<file path="src/rtl/imm_extend_unit_pkg.sv">
// Shared types for the immediate-extension stage.
// Holds the immediate mode encoding used on the decode interface and the
// encoding of the two-state prefix tracker kept by the top level.
package imm_extend_unit_pkg;

  // Immediate interpretation selected by decode alongside the raw field.
  typedef enum logic [1:0] {
    IMM_ZERO   = 2'b00,
    IMM_SIGN   = 2'b01,
    IMM_BRANCH = 2'b10,
    IMM_PREFIX = 2'b11
  } imm_mode_t;

  // Whether an upper-byte prefix is waiting for the next immediate.
  typedef enum logic {
    ST_IDLE     = 1'b0,
    ST_PREFIXED = 1'b1
  } prefix_state_t;

endpackage

</file>
<file path="src/rtl/imm_extend_unit_core.sv">
// Combinational extension datapath.
// Turns an IN_W-bit immediate into an OUT_W-bit operand according to the
// mode, or splices it under a previously captured prefix.
// Ports:
//   imm_i            raw immediate field
//   mode_i           ZERO / SIGN / BRANCH / PREFIX
//   prefix_i         captured upper immediate
//   prefix_pending_i prefix_i is valid and overrides the mode
//   result_o         extended operand
module imm_extend_core
  import imm_extend_unit_pkg::*;
#(
  parameter int IN_W  = 8,
  parameter int OUT_W = 16
) (
  input  logic [IN_W-1:0]  imm_i,
  input  imm_mode_t        mode_i,
  input  logic [IN_W-1:0]  prefix_i,
  input  logic             prefix_pending_i,
  output logic [OUT_W-1:0] result_o
);

  logic [OUT_W-1:0]  zeroExt;
  logic [OUT_W-1:0]  signExt;
  logic [2*IN_W-1:0] joined;

  assign zeroExt = {{(OUT_W-IN_W){1'b0}}, imm_i};
  assign signExt = {{(OUT_W-IN_W){imm_i[IN_W-1]}}, imm_i};
  assign joined  = {prefix_i, imm_i};

  // A pending prefix wins over the mode; otherwise the mode picks the
  // extension. The branch form drops the sign-extended MSB when shifting.
  // PREFIX never reaches the output register, so its arm is a don't-care.
  always_comb begin
    result_o = '0;
    if (prefix_pending_i) begin
      result_o = joined[OUT_W-1:0];
    end else begin
      case (mode_i)
        IMM_ZERO:   result_o = zeroExt;
        IMM_SIGN:   result_o = signExt;
        IMM_BRANCH: result_o = {signExt[OUT_W-2:0], 1'b0};
        default:    result_o = '0;
      endcase
    end
  end

endmodule

</file>
<file path="src/rtl/imm_extend_unit.sv">
// Registered immediate-extension stage between decode and the ALU operand mux.
// One-entry output buffer with valid/ready on both sides and a prefix
// mechanism for building full-width constants from two beats.
// Ports:
//   clk, reset      clock, asynchronous active-high reset
//   flush           synchronous clear of pending prefix and output register
//   in_valid/ready  input handshake for imm_in + mode
//   imm_in, mode    raw immediate field and its interpretation
//   out_valid/ready output handshake for imm_out
//   imm_out         extended operand
//   prefix_pending  a prefix has been captured and not yet consumed
module imm_extend_unit
  import imm_extend_unit_pkg::*;
#(
  parameter int IN_W  = 8,
  parameter int OUT_W = 16
) (
  input  logic             clk,
  input  logic             reset,
  input  logic             flush,
  input  logic             in_valid,
  output logic             in_ready,
  input  logic [IN_W-1:0]  imm_in,
  input  logic [1:0]       mode,
  output logic             out_valid,
  input  logic             out_ready,
  output logic [OUT_W-1:0] imm_out,
  output logic             prefix_pending
);

  if (!((IN_W < OUT_W) && (OUT_W <= 2*IN_W))) begin : gIllegalWidths
    $error("imm_extend_unit: need IN_W < OUT_W <= 2*IN_W");
  end

  prefix_state_t    state_q, state_d;
  logic [IN_W-1:0]  prefix_q, prefix_d;
  logic             valid_q, valid_d;
  logic [OUT_W-1:0] data_q, data_d;
  logic             accept;
  logic             isPrefix;
  imm_mode_t        modeSel;
  logic [OUT_W-1:0] coreResult;

  assign modeSel        = imm_mode_t'(mode);
  assign isPrefix       = (modeSel == IMM_PREFIX);
  assign in_ready       = !flush && (!valid_q || out_ready);
  assign accept         = in_valid && in_ready;
  assign out_valid      = valid_q;
  assign imm_out        = data_q;
  assign prefix_pending = (state_q == ST_PREFIXED);

  imm_extend_core #(
    .IN_W  (IN_W),
    .OUT_W (OUT_W)
  ) u_core (
    .imm_i            (imm_in),
    .mode_i           (modeSel),
    .prefix_i         (prefix_q),
    .prefix_pending_i (prefix_pending),
    .result_o         (coreResult)
  );

  // Prefix tracker: a PREFIX beat arms it (or re-arms with a new value),
  // any other accepted beat consumes it, and flush discards it.
  always_comb begin
    state_d  = state_q;
    prefix_d = prefix_q;
    if (flush) begin
      state_d  = ST_IDLE;
      prefix_d = '0;
    end else if (accept) begin
      if (isPrefix) begin
        state_d  = ST_PREFIXED;
        prefix_d = imm_in;
      end else begin
        state_d  = ST_IDLE;
      end
    end
  end

  // Output buffer: flush beats everything, a new non-prefix beat replaces
  // the current result (even while it is being drained), otherwise a
  // completed drain empties the buffer and a stalled one holds it.
  always_comb begin
    valid_d = valid_q;
    data_d  = data_q;
    if (flush) begin
      valid_d = 1'b0;
    end else if (accept && !isPrefix) begin
      valid_d = 1'b1;
      data_d  = coreResult;
    end else if (valid_q && out_ready) begin
      valid_d = 1'b0;
    end
  end

  // All state registers share the asynchronous reset.
  always_ff @(posedge clk or posedge reset) begin
    if (reset) begin
      state_q  <= ST_IDLE;
      prefix_q <= '0;
      valid_q  <= 1'b0;
      data_q   <= '0;
    end else begin
      state_q  <= state_d;
      prefix_q <= prefix_d;
      valid_q  <= valid_d;
      data_q   <= data_d;
    end
  end

endmodule

</file>
<file path="config.mk">
export PLATFORM = sky130hd
export DESIGN_NAME = imm_extend_unit
export DESIGN_NICKNAME = d
export VERILOG_FILES = /design/src/rtl/imm_extend_unit_pkg.sv /design/src/rtl/imm_extend_unit_core.sv /design/src/rtl/imm_extend_unit.sv
export SDC_FILE = /design/constraint.sdc
export NUM_CORES = 1
export LEC_CHECK = 0
export CAP_MARGIN = 15
export CORE_MARGIN = 2
export CORE_UTILIZATION = 47
export DETAILED_ROUTE_END_ITERATION = 6
export PLACE_DENSITY = 0.78
export SLEW_MARGIN = 20
export SYNTH_ARGS = -nofsm -noshare
export SYNTH_HDL_FRONTEND = slang
export SYNTH_SLANG_ARGS = --single-unit
</file>
<file path="constraint.sdc">
create_clock -name clk -period 1.5 [get_ports clk]
set_input_delay 0.3 -clock clk [delete_from_list [all_inputs] [get_ports clk]]
set_output_delay 0.3 -clock clk [all_outputs]
set_load 0.01 [all_outputs]
</file>
==> results of run 1 <==
worst reg2reg max path, delay by kind of cell, from the launching register on:
family	cells	cell delay, ns
buffers and inverters	2	0.32
DFF	1	0.41
and+or+nand+nor	2	0.48
muxes	1	0.30
path summary, 6_finish.rpt:
path	start	end	slack [ns]	cells after the start
hold reg to reg	imm_out[13]	imm_out[13]	0.51	1
min in group clk	mode[1]	imm_out[5]	0.51	4
hold / removal	reset	imm_out[14]	0.31	3
setup / recovery	out_valid	prefix_q[4]	-0.10	5
setup reg to reg	out_valid	prefix_q[4]	-0.10	5
max in group asynchronous	reset	prefix_q[3]	0.93	3
state kept, by name (all words and copies together) (netlist names):
register / flops
out_valid: 1
prefix_pending: 1
imm_out: 16
prefix_q: 8
stage by stage:
step / instances / utilization, %
6_report: 207 / 71.6
5_1_grt: 207 / 71.6
4_1_cts: 206 / 69.4
3_5_place_dp: 200 / 67.0
3_3_place_gp: 200 / 67.0
2_1_floorplan: 122 / -
what timing repair did:
item | 4_1_cts | 5_1_grt
gates cloned | 1 | 0
setup endpoints to repair | 39 | 24
pin swaps | 0 | 4
hold buffers | 0 | 0
resized for setup | 31 | 16
setup buffers | 2 | 1
final cells by class:
| type | count | area share, % |
|---|---|---|
| clock buffer | 3 | 1.17 |
| inverter | 3 | 0.585 |
| timing repair buffer | 59 | 28.5 |
| multi-input combinational | 85 | 33.9 |
| sequential | 26 | 33.8 |
| tap | 31 | 2.02 |
cell usage after synthesis (all sizes together), types with 2 or more instances:
cell,count,area share (%)
a31oi,14,6.7
buf,6,3.0
clkbuf,2,0.58
dfrtp,26,50
inv,3,0.87
mux2,8,6.9
nand2,26,7.7
nand2b,3,1.4
nor2b,9,4.3
nor3,2,2.5
o32a,8,6.2
or3b,7,4.7
where the power goes:
| part | switching [mW] | internal, mW |
|---|---|---|
| logic | 0.235 | 0.275 |
| registers | 0.0480 | 0.796 |
| clock network | 0.199 | 0.0942 |
cells by family after synthesis:
kind of cell    after synthesis
simple gates                 51
flops                        26
compound gates               24
buf+inv                      11
mux                           9
xor+xnor                      1
layer usage:
| layer | up-vias | routed length (um) | global-route usage (%) |
|---|---|---|---|
| met5 | - | 0 | 0 |
| met4 | 0 | 55 | 8.16 |
| met3 | 6 | 123 | 4.15 |
| met2 | 29 | 1780 | 40.4 |
| met1 | 579 | 1480 | 29.3 |
| li1 | 544 | - | - |
==> results.sh, run 1 <==
export IMPL_synth_top_family_by_area="simple AND/OR/NAND/NOR gates"
export IMPL_max_cap_viol_count=0
export IMPL_yosysSeqAreaShare_pct=50.1
export IMPL_grt_util_all_layers_pct=23.4
export IMPL_io_pins=34
export IMPL_drive_gt1_share_pct=30.1
export IMPL_avgSynthCellArea_sq_um=10.6
export IMPL_initial_core_util_pct=48.3
export IMPL_seqCellArea_sq_um=651
export IMPL_fin_ws_ns=-0.104
export IMPL_setup_violations=9
export IMPL_overflow=0
export IMPL_synthXorXnorAreaFrac_pct=0.674
export IMPL_die_area_sq_mm=0.00320
export IMPL_ys_flop_type="dfrtp_1"
export IMPL_cts_sinks=26
export IMPL_status="complete, but fails checks"
export IMPL_synth_simple_area_share_pct=23.0
export IMPL_grt_first_pass_wirelength_um=5810
export IMPL_synth_area_sq_mm=0.00130
export IMPL_wl_per_cell_um=16.6
export IMPL_n_antenna_cell=0
export IMPL_antenna_found_initial=0
export IMPL_violations="setup timing"
export IMPL_cts_buffer_depth=2
export IMPL_synth_nets=137
export IMPL_layout_nets=193
export IMPL_holdCritPathClass="input pin to asynchronous set/reset pin"
export IMPL_synthCells=122
export IMPL_io_buffers=33
export IMPL_fin_crit_ns=1.60
export IMPL_p_leak_nw=0.896
export IMPL_synth_cell_types=24
export IMPL_grt_max_degree=27
export IMPL_slowest_delay_ns=0.41
export IMPL_place_congestion=0.800
export IMPL_synth_ff_latch_count=26
export IMPL_synth_compound_area_share_pct=14.1
export IMPL_cts_buffers=3
export IMPL_drtIter0Drc=35
export IMPL_peakVddDrop_v=0.000865
export IMPL_hold_ws_ns=0.314
export IMPL_num_vias=1158
export IMPL_fillCellCount=212
export IMPL_core_area_sq_mm=0.00269
export IMPL_die_h_um=56.6
export IMPL_routed_wl_um=3440
export IMPL_crit_buf_inv=2
export IMPL_worst_pin_slew_ns=0.364
export IMPL_min_period_over_period_pct=107
export IMPL_p_total_mw=1.65
export IMPL_path_clk_slew_ns=0.13
export IMPL_area_growth_pct=48.2
export IMPL_num_rows=19
export IMPL_worstPathCellList="and2b_2, buf_6, nor3_4, clkbuf_16, mux2_4"
export IMPL_synth_mux_area_fraction_pct=7.71
export IMPL_cp_arrival_ns=1.82
export IMPL_cp_end_kind="flip-flop"
export IMPL_fin_area_sq_mm=0.00192
export IMPL_final_setup_skew_ns=0.00309
export IMPL_rsz0062_at_grt="yes"
export IMPL_crit_type="flip-flop to flip-flop"
export IMPL_yosys_warnings=0
export IMPL_die_w_um=56.6
export IMPL_drt_vias_per_instance=5.59
export IMPL_hpwl_um=2410
export IMPL_clk_latency_ns=0.32
export IMPL_synthAdderAreaFrac_pct=0
export IMPL_multi_input_area_sq_um=653
export IMPL_slew_headroom_pct=75.7
export IMPL_p_per_area_mw_per_mm2=856
export IMPL_cp_top_family="simple AND/OR/NAND/NOR gates"
export IMPL_max_freq_ghz=0.624
export IMPL_ant_nets=0
export IMPL_grt_pass1_vias=1245
export IMPL_hold_violations=0
export IMPL_mostFrequentLayoutCells="dfrtp_1, nand2_1, buf_4"
export IMPL_place_ws_ns=-0.418
export IMPL_cpMaxStageDelayCell="dfrtp_1"
export IMPL_clockRootBuffer="clkbuf_4"
export IMPL_final_max_slew_viol_count=0
export IMPL_synth_edf_count=0
export IMPL_final_common_cell="dfrtp_1"
export IMPL_worst_ep_required_time_ns=1.72
export IMPL_async_flop_share_pct=100
export IMPL_cts_htree_levels=1
export IMPL_drt_pass1_iterations=4
export IMPL_start_kind="flip-flop"
export IMPL_path_max_fanout=4
export IMPL_tns_ns=-0.666
export IMPL_cts_tree="yes"
export IMPL_drcViolationCount=0
export IMPL_place_area_sq_mm=0.00180
Note: power is estimated with default switching activity, not from simulation.
==> inputs of run 2 (changes only) <==
RECOVER_POWER = 25   (was unset)
==> results.sh, run 2 (same netlist as run 1, synthesis figures left out) <==
export IMPL_worst_pin_slew_ns=0.663
export IMPL_p_leak_nw=0.895
export IMPL_overflow=0
export IMPL_fin_crit_ns=1.60
export IMPL_path_clk_slew_ns=0.13
export IMPL_cts_buffers=3
export IMPL_largest_reg_flops=16
export IMPL_die_area_sq_mm=0.00320
export IMPL_holdBufCountCts=0
export IMPL_status="complete, but fails checks"
export IMPL_fin_ws_ns=-0.104
export IMPL_crit_buf_inv=2
export IMPL_drcViolationCount=0
export IMPL_n_antenna_cell=0
export IMPL_ant_nets=0
export IMPL_place_inst=200
export IMPL_power_internal_mw=1.16
export IMPL_die_h_um=56.6
export IMPL_num_vias=1160
export IMPL_fin_cells=207
export IMPL_clk_latency_ns=0.32
export IMPL_clockRootBuffer="clkbuf_4"
export IMPL_initial_core_util_pct=48.3
export IMPL_cts_htree_levels=1
export IMPL_hold_violations=0
export IMPL_hpwl_um=2410
export IMPL_cts_tree="yes"
export IMPL_violations="setup timing"
export IMPL_final_util_pct=71.5
export IMPL_sw_frac_of_total_pct=29.3
export IMPL_power_switching_mw=0.482
export IMPL_final_common_cell="dfrtp_1"
export IMPL_p_total_mw=1.65
export IMPL_routed_wl_um=3440
export IMPL_io_buffers=33
export IMPL_grt_util_all_layers_pct=23.4
export IMPL_min_period_over_period_pct=107
export IMPL_cts_sinks=26
export IMPL_cp_top_family="simple AND/OR/NAND/NOR gates"
export IMPL_peakVddDrop_v=0.000863
export IMPL_slowest_delay_ns=0.41
export IMPL_mostFrequentLayoutCells="dfrtp_1, nand2_1, buf_4"
export IMPL_num_rows=19
export IMPL_drt_vias_per_instance=5.60
export IMPL_crit_type="flip-flop to flip-flop"
export IMPL_place_congestion=0.800
export IMPL_start_kind="flip-flop"
export IMPL_cp_end_kind="flip-flop"
export IMPL_place_ws_ns=-0.418
export IMPL_slew_headroom_pct=55.8
export IMPL_tns_ns=-0.670
export IMPL_combPwrFrac_pct=30.9
export IMPL_final_max_slew_viol_count=0
export IMPL_path_max_fanout=4
export IMPL_io_pins=34
export IMPL_wl_per_cell_um=16.6
export IMPL_cp_arrival_ns=1.82
export IMPL_worst_ep_required_time_ns=1.72
export IMPL_cts_buffer_depth=2
export IMPL_rsz0062_at_grt="yes"
export IMPL_setup_violations=9
export IMPL_area_growth_pct=48.0
export IMPL_holdCritPathClass="input pin to flip-flop"
export IMPL_grt_max_degree=27
export IMPL_clkPwrFrac_pct=17.8
export IMPL_drive_gt1_share_pct=30.1
export IMPL_core_area_sq_mm=0.00269
export IMPL_p_per_area_mw_per_mm2=856
export IMPL_cpMaxStageDelayCell="dfrtp_1"
export IMPL_antenna_found_initial=0
export IMPL_drt_pass1_iterations=4
export IMPL_max_cap_viol_count=0
export IMPL_grt_first_pass_wirelength_um=5810
export IMPL_worstPathCellList="and2b_2, buf_6, nor3_4, clkbuf_16, mux2_4"
export IMPL_pwr_share_seq_pct=51.3
export IMPL_grt_pass1_vias=1245
export IMPL_drtIter0Drc=35
export IMPL_die_w_um=56.6
export IMPL_layout_nets=193
export IMPL_max_freq_ghz=0.624
export IMPL_final_setup_skew_ns=0.00307
run 2: per-layer routing:
| metal | share of wire [%] | track usage, % | vias up |
|---|---|---|---|
| li1 | - | - | 545 |
| met1 | 43 | 29.3 | 580 |
| met2 | 52 | 40.4 | 29 |
| met3 | 3.6 | 4.15 | 6 |
| met4 | 1.6 | 8.16 | 0 |
| met5 | 0 | 0 | - |
run 2: layout make-up:
type / count / area, sq um
multi-input combinational: 85 / 653
fill: 213 / 764
timing repair buffer: 59 / 546
clock buffer: 3 / 22.5
tap: 31 / 38.8
inverter: 3 / 11.3
sequential: 26 / 651
run 2: worst register-to-register path, delay by kind of cell, from the launching register on:
kind,cells,cell delay (ns)
simple gates,2,0.48
flops,1,0.41
buf+inv,2,0.32
mux,1,0.30
run 2: power groups by stage:
stage | clock network, mW | registers (mW) | logic (mW)
finish | 0.293 | 0.844 | 0.509
global route | 0.325 | 0.856 | 0.553
CTS | 0.293 | 0.844 | 0.495
detailed placement | 0 | 0.863 | 0.536
global placement | 0 | 0.857 | 0.523
floorplan | 0 | 0.901 | 0.187
run 2: through the flow:
| stage | hold slack, ns | area [sq um] |
|---|---|---|
| after floorplan | 0.340 | 1300 |
| after global placement | 0.484 | 1800 |
| after detailed placement | 0.487 | 1800 |
| after CTS | 0.330 | 1860 |
| after global routing | 0.528 | 1920 |
| final | 0.506 | 1920 |
run 2: repair_timing:
action	in CTS	in global routing
setup buffers	2	1
pin swaps	0	4
gates cloned	1	0
resized for setup	31	16
setup endpoints to repair	39	24
run 2: final timing paths:
check | startpoint | end | slack [ns] | cells past startpoint
setup / recovery | out_valid | prefix_q[4] | -0.10 | 5
hold / removal | mode[1] | imm_out[5] | 0.51 | 4
setup reg to reg | out_valid | prefix_q[4] | -0.10 | 5
hold reg to reg | imm_out[13] | imm_out[13] | 0.51 | 1
max in group asynchronous | reset | prefix_q[3] | 0.50 | 3
min in group asynchronous | reset | imm_out[13] | 0.57 | 3
